`src/rtl/w_pattern_serializer.sv`:
```
// Pattern serializer feeding the sequence detector: captures a parallel pattern
// and replays it on w, one bit held for DIV clocks, single-shot or repeating.
module w_pattern_serializer #(
    parameter int unsigned WIDTH     = 8,
    parameter int unsigned DIV       = 4,
    parameter bit          LSB_FIRST = 1'b1
) (
    input  logic                     clk,
    input  logic                     reset,
    input  logic                     load,
    input  logic [WIDTH-1:0]         pattern,
    input  logic                     repeat_en,
    input  logic                     halt,
    output logic                     w,
    output logic                     bit_strobe,
    output logic [$clog2(WIDTH)-1:0] bit_idx,
    output logic                     busy,
    output logic                     done
);

    localparam int unsigned IdxW = $clog2(WIDTH);
    // One spare bit so DIV-1 never aliases with a wrapped count.
    localparam int unsigned DivW = $clog2(DIV) + 1;

    localparam logic [DivW-1:0] DivLast = DivW'(DIV - 1);
    localparam logic [IdxW-1:0] IdxLast = IdxW'(WIDTH - 1);

    typedef enum logic [1:0] {
        StIdle  = 2'd0,
        StShift = 2'd1,
        StDone  = 2'd2
    } state_e;

    state_e            state_q;
    logic [WIDTH-1:0]  shreg_q;
    logic [WIDTH-1:0]  saved_q;
    logic [DivW-1:0]   div_q;
    logic [WIDTH-1:0]  shreg_next;

    // Bit that goes on w first for a given register image.
    function automatic logic first_bit(input logic [WIDTH-1:0] p);
        return LSB_FIRST ? p[0] : p[WIDTH-1];
    endfunction

    // Move the next bit in transmit order into the first_bit position.
    function automatic logic [WIDTH-1:0] advance(input logic [WIDTH-1:0] p);
        return LSB_FIRST ? (p >> 1) : (p << 1);
    endfunction

    assign shreg_next = advance(shreg_q);

    // Control FSM with all outputs registered alongside the state.
    always_ff @(posedge clk or negedge reset) begin
        if (!reset) begin
            state_q    <= StIdle;
            shreg_q    <= '0;
            saved_q    <= '0;
            div_q      <= '0;
            w          <= 1'b0;
            bit_strobe <= 1'b0;
            bit_idx    <= '0;
            busy       <= 1'b0;
            done       <= 1'b0;
        end else begin
            bit_strobe <= 1'b0;
            done       <= 1'b0;
            case (state_q)
                StIdle: begin
                    w    <= 1'b0;
                    busy <= 1'b0;
                    // halt wins over a simultaneous load
                    if (load && !halt) begin
                        state_q    <= StShift;
                        shreg_q    <= pattern;
                        saved_q    <= pattern;
                        div_q      <= '0;
                        bit_idx    <= '0;
                        w          <= first_bit(pattern);
                        bit_strobe <= 1'b1;
                        busy       <= 1'b1;
                    end
                end
                StShift: begin
                    if (halt) begin
                        state_q <= StIdle;
                        w       <= 1'b0;
                        busy    <= 1'b0;
                    end else if (div_q == DivLast) begin
                        div_q <= '0;
                        if (bit_idx != IdxLast) begin
                            shreg_q    <= shreg_next;
                            bit_idx    <= bit_idx + IdxW'(1);
                            w          <= first_bit(shreg_next);
                            bit_strobe <= 1'b1;
                        end else if (repeat_en) begin
                            // Back-to-back replay: no gap cycle, no done pulse.
                            shreg_q    <= saved_q;
                            bit_idx    <= '0;
                            w          <= first_bit(saved_q);
                            bit_strobe <= 1'b1;
                        end else begin
                            state_q <= StDone;
                            w       <= 1'b0;
                            busy    <= 1'b0;
                            done    <= 1'b1;
                        end
                    end else begin
                        div_q <= div_q + DivW'(1);
                    end
                end
                StDone: begin
                    // Load is ignored here; halt leads to the same place.
                    state_q <= StIdle;
                    w       <= 1'b0;
                    busy    <= 1'b0;
                end
                default: begin
                    state_q <= StIdle;
                    w       <= 1'b0;
                    busy    <= 1'b0;
                end
            endcase
        end
    end

endmodule

```
`config.mk`:
```
export PLATFORM = sky130hd
export DESIGN_NAME = w_pattern_serializer
export DESIGN_NICKNAME = d
export VERILOG_FILES = /design/src/rtl/w_pattern_serializer.sv
export SDC_FILE = /design/constraint.sdc
export NUM_CORES = 1
export LEC_CHECK = 0
export CAP_MARGIN = 20
export CORE_MARGIN = 2
export CORE_UTILIZATION = 45
export CTS_BUF_LIST = sky130_fd_sc_hd__clkbuf_2
export DETAILED_ROUTE_END_ITERATION = 16
export HOLD_SLACK_MARGIN = 0.12
export PLACE_DENSITY = 0.73
export SYNTH_ARGS = -nofsm -noshare
export SYNTH_HDL_FRONTEND = slang
export SYNTH_SLANG_ARGS = --single-unit
```
`constraint.sdc`:
```
create_clock -name clk -period 2.45 [get_ports clk]
set_input_delay 0.245 -clock clk [delete_from_list [all_inputs] [get_ports clk]]
set_output_delay 0.245 -clock clk [all_outputs]
set_load 0.01 [all_outputs]
```
==> results of run 1 <==
-- power by group --
group	total, W	leakage, nW	switching, W	internal, W
clock	0.000167	0.0164	0.000130	0.0000370
combinational	0.000282	0.324	0.000107	0.000175
sequential	0.000596	0.339	0.0000574	0.000539
total	0.00104	0.679	0.000294	0.000751
-- path summary, 6_finish.rpt --
check / start / end / slack, ns / cells after the start
min in group clk: pattern[0] / w$_DFFE_PN0P_ / 0.40 / 3
worst min-delay path: reset / bit_idx[2]$_DFFE_PN0P_ / 0.20 / 2
max in group asynchronous: reset / shreg_q[1]$_DFFE_PN0P_ / 1.96 / 2
worst min register to register: saved_q[3]$_DFFE_PN0P_ / saved_q[3]$_DFFE_PN0P_ / 0.52 / 1
worst max register to register: bit_idx[0]$_DFFE_PN0P_ / shreg_q[1]$_DFFE_PN0P_ / 0.38 / 5
worst max-delay path: bit_idx[0]$_DFFE_PN0P_ / shreg_q[1]$_DFFE_PN0P_ / 0.38 / 5
-- through the flow --
step | util [%] | worst slack [ns] | cells | cell area [um^2]
finish | 56.0 | 0.381 | 151 | 1570
global route | 56.0 | 0.312 | 151 | 1570
CTS | 56.0 | 0.431 | 151 | 1570
detailed placement | 55.3 | 0.460 | 147 | 1550
global placement | 55.3 | 0.500 | 147 | 1550
floorplan | - | 0.565 | 99 | 1350
-- layout by cell type, fill, tap and decap left out, drive strengths merged, types with 3 or more instances in the layout --
cell type	count
nor2b	3
nand2	4
nor2	3
inv	4
mux2i	3
ha	4
clkbuf	3
mux2	25
dfrtp	27
o21ai	4
clkdlybuf4s50	19
nand2b	4
-- sequential cells by signal (all words and copies together), names as in the netlist --
| signal | count |
|---|---|
| bit_idx | 3 |
| bit_strobe | 1 |
| busy | 1 |
| div_q | 3 |
| done | 1 |
| saved_q | 8 |
| shreg_q | 7 |
| state_q | 2 |
| w | 1 |
-- worst reg2reg max path, delay by kind of cell, from the launching register on --
kind | cells | cell delay [ns]
AO/OA/AOI/OAI | 1 | 0.31
AND/OR/NAND/NOR | 1 | 0.24
multiplexers | 1 | 0.36
adder cells (fa/ha/maj) | 2 | 0.57
flip-flops | 1 | 0.47
-- cells in the mapped netlist (2+ instances only) --
cell type	count
dfrtp_1	27
inv_1	4
mux2i_1	3
nor2_1	3
nor2b_1	2
mux2_4	5
o21ai_1	2
nand2b_1	4
mux2_1	13
a311oi_1	2
ha_1	4
nor4_1	2
mux2_2	7
o21ai_0	2
nand2_1	4
buf_4	2
-- layer usage --
metal / track usage, % / vias up / share of wire (%)
met5: 0 / - / 0
li1: - / 396 / -
met3: 2.86 / 4 / 2.9
met1: 21.4 / 392 / 49
met2: 25.1 / 14 / 46
met4: 8.44 / 0 / 2.0
-- layout make-up --
type	count	area share, %
tap	31	2.47
inverter	4	0.956
clock inverter	1	0.319
timing repair buffer	21	13.1
multi-input combinational	64	39.2
clock buffer	3	0.956
sequential	27	43.0
-- kinds of logic after synthesis --
kind of cell,after synthesis
AOI/OAI and AO/OA,12
and+or+nand+nor,20
DFF,27
adders and majority gates,4
buffers and inverters,8
muxes,28
==> summary.txt, run 1 <==
Total GRT Usage = 16.1%
row cnt = 19
Adder-Cell Fraction of Synth Area = 3.70%
Clock Pin Slew Worst Setup and Hold Paths = 0.27 ns
vias per inst = 5.34
synthesized instance count = 99
PD cells = 665 mW/mm^2
fin nets = 138
Tmin final = 2.07 ns
sequential area share after synthesis = 50.0%
Antenna Cells = 0
maximum root-to-sink buffer count = 2
Sequential Area = 676 um^2
post-CTS sizing = 0
number of H-tree levels = 1
Buf/Inv on CP = 0
leakage = 0.679 nW
Worst EP required = 2.70 ns
layout cell share with drive strength beyond 1 = 18.3%
wire length per cell = 16.5 um
placer congestion estimate = 0.750
hold crit path type = in -> async
Synth area leader = dfrtp_1
Area Growth Syn to Fin = 16.1%
CP max-delay cell = dfrtp_1
CP endpoint kind = register
Num CTS Buffers = 3
final routed DRC violation total = 1
starting density of the core = 48.2%
Compound-Gate Fraction of Synth Area = 7.03%
DRT Pass-1 Iters = 10
crit path max fanout = 11
Die Height = 58.8 um
area of the multi-input gates = 616 um^2
Initial DRC Count = 16
share of synthesized registers carrying an async set or reset = 100%
Main synth FF type = dfrtp_1
clk_lat worst skew = 0.37 ns
Post-Route Setup TNS = 0 ns
Slew headroom = 69.5%
fin crit share = 84.5%
root buffer cell = clkbuf_2
CTS tree = built
failing checks = DRC
Fmax achieved = 483 MHz
buffer count from post-CTS setup fixing = 0
ranking of synthesized cells by area = dfrtp_1 50%, mux2_1 11%, mux2_2 5.8%
synthesis-stage register bit count = 27
# hold bufs at CTS = 0
DP HPWL = 1.80 mm
PortBufs = 19
most used cell, CP = ha_1
top-area cell type share of the netlist area = 50.0%
CP Launch Type = register
status = finished with violations
EDFF count, synth = 0
Mean Syn Cell Area = 13.7 um^2
worst hold slack = 0.200 ns
CP max stage delay = 0.47 ns
RSZ-0062 raised after global routing = false
Post-Synth XOR/XNOR Area = 0%
Slew @ Worst Pin = 0.455 ns
Peak VDD IR = 0.237 mV
post-route ant nets = 0
synthesized netlist net count = 116
Tot Pwr = 0.00104 W
CTS sink count = 27
largest family of logic cells by synthesized area = multiplexers
Netlist cell types = 29
I/O pin count = 20
worst clock skew = 0.0341 ns
cell family with most CP delay = adder cells
Fin. Hold Viols = 0
first-pass GRT wire length = 4.10 mm
post-synthesis simple-gate area fraction = 10.4%
Max Slew Vio Count = 0
Max Cap Viol = 0
Netlist Area Pre-Place = 0.00135 mm^2
grt total ovfl = 0
Critical Path AT = 2.32 ns
Yosys warnings = 0
Fill cells = 245
Total Routed Length = 2.49 mm
initial antenna violation count = 0
Worst Path Class, Setup = reg -> reg
vias in the first global route = 851
core area = 0.00281 mm^2
via count = 806
critical-path cell list = ha_1 -> ha_1 -> nand2b_1 -> a31o_4 -> mux2_2
mux contribution to synthesized area = 24.4%
Die Width = 58.8 um
largest net degree at the start of global routing = 28
Die ar. = 0.00346 mm^2
# setup viols final = 0
Power figures use the tool's default switching activity.
==> run 2: changes to the inputs <==
==> constraint.sdc (replaced) <==
create_clock -name clk -period 2.1 [get_ports clk]
set_input_delay 0.21 -clock clk [delete_from_list [all_inputs] [get_ports clk]]
set_output_delay 0.21 -clock clk [all_outputs]
set_load 0.01 [all_outputs]
==> run 2 against run 1 <==
Compared with the run above: the run still ends with DRC left; worst hold slack improved by 0.15 ns; first-iteration DRC count grew to 2.8 times the previous value; sequential share of layout area shrank 0.77 points; largest power group unchanged.
==> summary.txt, run 2 (synthesis gave the netlist of run 1 again) <==
CTS tree = built
via count = 838
initial antenna violation count = 0
Antenna Cells = 0
Max Slew Vio Count = 0
starting density of the core = 48.2%
first-pass GRT wire length = 4.06 mm
Initial DRC Count = 45
worst setup path startpoint = bit_idx[0]$_DFFE_PN0P_
Worst EP required = 2.43 ns
failing checks = DRC
Num CTS Buffers = 3
worst hold slack = 0.346 ns
hold crit path type = in -> reg
critical path endpoint = shreg_q[4]$_DFFE_PN0P_
layout cell share with drive strength beyond 1 = 19.5%
flip-flop count of the largest register after layout = 8
clk_lat worst skew = 0.39 ns
placer congestion estimate = 0.749
largest net degree at the start of global routing = 28
Post-Route Setup TNS = 0 ns
leading cell type in the layout, fill and taps excluded = dfrtp_1
most flop-heavy register = saved_q
Critical R2R Capture = shreg_q[4]$_DFFE_PN0P_
Total Routed Length = 2.46 mm
vias per inst = 5.44
Worst Path Class, Setup = reg -> reg
crit path max fanout = 8
post-route ant nets = 0
vias in the first global route = 850
# setup viols final = 0
number of H-tree levels = 1
I/O pin count = 20
Fmax achieved = 507 MHz
grt total ovfl = 0
DRT Pass-1 Iters = 10
Critical Path AT = 2.30 ns
Die ar. = 0.00346 mm^2
CTS sink count = 27
PortBufs = 19
DP HPWL = 1.74 mm
Tmin final = 1.97 ns
row cnt = 19
final routed DRC violation total = 1
Worst Min Path Start = pattern[0]
maximum root-to-sink buffer count = 2
Largest regs = saved_q (8), shreg_q (7)
leakage = 0.693 nW
CP Launch Type = register
core area = 0.00281 mm^2
Peak VDD IR = 0.322 mV
worst clock skew = 0.0307 ns
Max Cap Viol = 0
Total GRT Usage = 16.0%
CP endpoint kind = register
Slew headroom = 66.5%
root buffer cell = clkbuf_2
Die Width = 58.8 um
Die Height = 58.8 um
RSZ-0062 raised after global routing = false
status = finished with violations
wire length per cell = 16.0 um
Reg2Reg Depth = 5
PD cells = 778 mW/mm^2
fin crit share = 93.9%
Fin. Hold Viols = 0
most frequent cells in the layout = 27 x dfrtp_1, 19 x clkdlybuf4s50_1, 13 x mux2_1
Worst R2R Setup Slack = 0.13 ns
Area Growth Syn to Fin = 18.2%
buffer count from post-CTS setup fixing = 0
Slew @ Worst Pin = 0.500 ns
fin nets = 141
Clock Pin Slew Worst Setup and Hold Paths = 0.29 ns
worst r2r src = bit_idx[0]$_DFFE_PN0P_
run 2: layer usage:
metal	track usage [%]	routed length, um	part of all wire [%]
met2	25.6	1140	46
met4	6.82	39	1.6
met5	0	0	0
met3	2.64	100	4.1
met1	21.7	1190	48
run 2: what timing repair did:
item | CTS | global route
resized for setup | 0 | 0
endpoints found under the hold margin | 0 | 17
hold buffers | 0 | 1
setup endpoints to repair | 0 | 0
run 2: per-stage QoR:
step                utilization, %  setup slack (ns)  instances  total power [W]  cell area (um^2)
floorplan                        -             0.215         99         0.000929              1350
global placement              55.8             0.190        149          0.00102              1570
detailed placement            55.8             0.106        149          0.00104              1570
CTS                           56.6            0.0982        153          0.00125              1590
global route                  57.0            0.0711        154          0.00133              1600
finish                        57.0             0.128        154          0.00124              1600
run 2: critical path, stage by stage, from the launching register on:
cell and delay, ns:
dfrtp_1 0.45, ha_1 0.21, ha_1 0.38, mux2_1 0.35, mux2_2 0.28, mux2_4 0.26
run 2: layout make-up:
type / instances / area, um^2
flip-flops and latches: 27 / 676
clock buffers: 3 / 15.0
clock inverters: 1 / 8.76
well taps: 31 / 38.8
inverters: 4 / 15.0
repair buffers: 24 / 230
fillers: 253 / 1210
multi-input cells: 64 / 616
run 2: report_power, final:
group / internal (W) / switching, W
logic: 0.000207 / 0.000127
registers: 0.000628 / 0.0000637
clock network: 0.0000498 / 0.000168
run 2: worst min-delay path by stage:
stage                                  end  slack [ns]  depth (start not counted)
floorplan           bit_idx[0]$_DFFE_PN0P_       -0.09                          0
global placement    saved_q[1]$_DFFE_PN0P_        0.46                          1
detailed placement  saved_q[2]$_DFFE_PN0P_        0.47                          1
CTS                   bit_strobe$_DFF_PN0_        0.15                          2
global route                 w$_DFFE_PN0P_        0.32                          3
finish                       w$_DFFE_PN0P_        0.35                          3
==> run 3: changes to the inputs <==
--- a/config.mk
+++ b/config.mk
@@ -5,6 +5,7 @@
 export SDC_FILE = /design/constraint.sdc
 export NUM_CORES = 1
 export LEC_CHECK = 0
+export ABC_AREA = 0
 export CAP_MARGIN = 20
 export CORE_MARGIN = 2
 export CORE_UTILIZATION = 45
@@ -12,6 +13,7 @@
 export DETAILED_ROUTE_END_ITERATION = 16
 export HOLD_SLACK_MARGIN = 0.12
 export PLACE_DENSITY = 0.73
+export RECOVER_POWER = 25
 export SYNTH_ARGS = -nofsm -noshare
 export SYNTH_HDL_FRONTEND = slang
 export SYNTH_SLANG_ARGS = --single-unit
==> constraint.sdc (replaced) <==
create_clock -name clk -period 1.9 [get_ports clk]
set_input_delay 0.19 -clock clk [delete_from_list [all_inputs] [get_ports clk]]
set_output_delay 0.19 -clock clk [all_outputs]
set_load 0.01 [all_outputs]
==> run 3 against run 2 <==
Compared with the run above: the run still ends with DRC left; critical path type unchanged; worst hold slack better by 0.025 ns; critical path depth unchanged; routed wire length down 4.2%; largest cell class unchanged; register-to-register slack worse by 0.05 ns; fmax up 8.3%.
==> summary.txt, run 3 (synthesis gave the netlist of run 1 again) <==
buffer count from post-CTS setup fixing = 0
DP HPWL = 1.78 mm
crit path max fanout = 8
number of H-tree levels = 1
Inst Count DP = 152
core area = 0.00281 mm^2
leakage = 0.698 nW
Die Height = 58.8 um
most frequent cells in the layout = 27 x dfrtp_1, 18 x clkdlybuf4s50_1, 13 x mux2_1
cell family with most CP delay = multiplexers
Largest regs = saved_q (8), shreg_q (7)
Fin. Hold Viols = 0
PortBufs = 19
# hold bufs at CTS = 0
hold crit path type = in -> reg
Max Cap Viol = 0
worst clock skew = 0.0187 ns
Die Width = 58.8 um
vias in the first global route = 916
CP max stage delay = 0.45 ns
M3 GR Usage = 2.86%
Peak VDD IR = 0.334 mV
final instance area = 0.00162 mm^2
fin crit share = 95.9%
I/O pin count = 20
DP Area = 0.00159 mm^2
Total GRT Usage = 15.7%
grt met1 use = 19.7%
final worst slack = 0.0783 ns
CTS tree = built
wire length per cell = 15.1 um
DRT Pass-1 Iters = 10
Slew headroom = 3.69%
final routed DRC violation total = 1
Slew @ Worst Pin = 1.44 ns
Max Slew Vio Count = 0
Antenna Cells = 0
GRT busiest layer = met2
Total Routed Length = 2.36 mm
via count = 846
Worst Min Path Start = pattern[0]
failing checks = DRC
PD cells = 835 mW/mm^2
largest net degree at the start of global routing = 28
Hold Path Stages = 3
root buffer cell = clkbuf_2
starting density of the core = 48.2%
Worst Hold End = w$_DFFE_PN0P_
Worst EP required = 2.15 ns
maximum root-to-sink buffer count = 2
first-pass GRT wire length = 4.10 mm
CP max-delay cell = dfrtp_1
most flop-heavy register = saved_q
Die ar. = 0.00346 mm^2
leading cell type in the layout, fill and taps excluded = dfrtp_1
Fmax achieved = 549 MHz
CP endpoint kind = register
fin nets = 143
Final Non-Filler Cells = 156
Critical Path AT = 2.07 ns
worst r2r src = bit_idx[1]$_DFFE_PN0P_
Worst R2R Setup Slack = 0.08 ns
placer congestion estimate = 0.735
post-route ant nets = 0
flip-flop count of the largest register after layout = 8
vias per inst = 5.42
Num CTS Buffers = 3
Worst Path Class, Setup = reg -> reg
M2 GR Usage = 27.0%
# setup viols final = 0
Tmin final = 1.82 ns
grt total ovfl = 0
Buf/Inv on CP = 0
status = finished with violations
Critical R2R Capture = shreg_q[5]$_DFFE_PN0P_
pre-CTS setup slack = -0.0207 ns
CP Launch Type = register
critical-path cell list = ha_1 -> ha_4 -> mux2_1 -> mux2_2 -> mux2_4
Reg2Reg Depth = 5
layout cell share with drive strength beyond 1 = 21.6%
Initial DRC Count = 21
initial antenna violation count = 0
CTS sink count = 27
Area Growth Syn to Fin = 19.5%
Clock Pin Slew Worst Setup and Hold Paths = 0.25 ns
clk_lat worst skew = 0.35 ns
row cnt = 19
[run 3: changes by cell type in the layout (fill, tap and decap cells not counted)]
cell,delta
clkbuf_1,+1
clkdlybuf4s50_1,-1
clkbuf_2,+1
buf_4,+2
ha_4,+1
inv_6,-1
ha_1,-1
[run 3: repair_timing]
item	CTS	global route
endpoints found under the setup margin	6	6
hold endpoints to repair	0	0
gates resized for setup	1	1
[run 3: worst register-to-register path: stages, from the launching register on]
cell and delay [ns]:
dfrtp_1 0.45, ha_1 0.23, ha_4 0.21, mux2_1 0.31, mux2_2 0.26, mux2_4 0.25
[run 3: area by class of cell]
type,count,area (um^2)
clock buffers,4,20.0
fillers,250,1190
inverters,4,15.0
multi-input cells,64,628
flip-flops and latches,27,676
well taps,31,38.8
repair buffers,26,239
[run 3: worst max-delay path by stage]
stage	start	endpoint	slack (ns)	cells past startpoint
after detailed placement	bit_idx[1]$_DFFE_PN0P_	shreg_q[5]$_DFFE_PN0P_	-0.02	5
after floorplan	bit_idx[0]$_DFFE_PN0P_	shreg_q[1]$_DFFE_PN0P_	0.01	6
after global placement	bit_idx[1]$_DFFE_PN0P_	shreg_q[3]$_DFFE_PN0P_	0.01	5
final	bit_idx[1]$_DFFE_PN0P_	shreg_q[5]$_DFFE_PN0P_	0.08	5
after CTS	bit_idx[1]$_DFFE_PN0P_	shreg_q[2]$_DFFE_PN0P_	0.03	5
after global routing	bit_idx[1]$_DFFE_PN0P_	shreg_q[2]$_DFFE_PN0P_	-0.02	5
[run 3: layer usage]
layer | share of wire, % | wire length [um]
met1 | 47 | 1100
met2 | 50 | 1180
met3 | 2.7 | 63
met4 | 0.72 | 17
met5 | 0 | 0
[run 3: where the power goes]
| group | internal, W | switching, W |
|---|---|---|
| Sequential | 0.000694 | 0.0000657 |
| Combinational | 0.000234 | 0.000139 |
| Clock | 0.0000556 | 0.000161 |
| Total | 0.000984 | 0.000366 |
[run 3: stage by stage]
| step | util [%] | total power, W | hold WS (ns) | TNS, ns |
|---|---|---|---|---|
| 3_5_place_dp | 56.6 | 0.00115 | 0.477 | -0.0660 |
| 4_1_cts | 57.4 | 0.00136 | 0.171 | 0 |
| 5_1_grt | 57.6 | 0.00144 | 0.364 | -0.0368 |
| 2_1_floorplan | - | 0.00103 | -0.106 | 0 |
| 6_report | 57.6 | 0.00135 | 0.372 | 0 |
| 3_3_place_gp | 56.6 | 0.00113 | 0.463 | 0 |
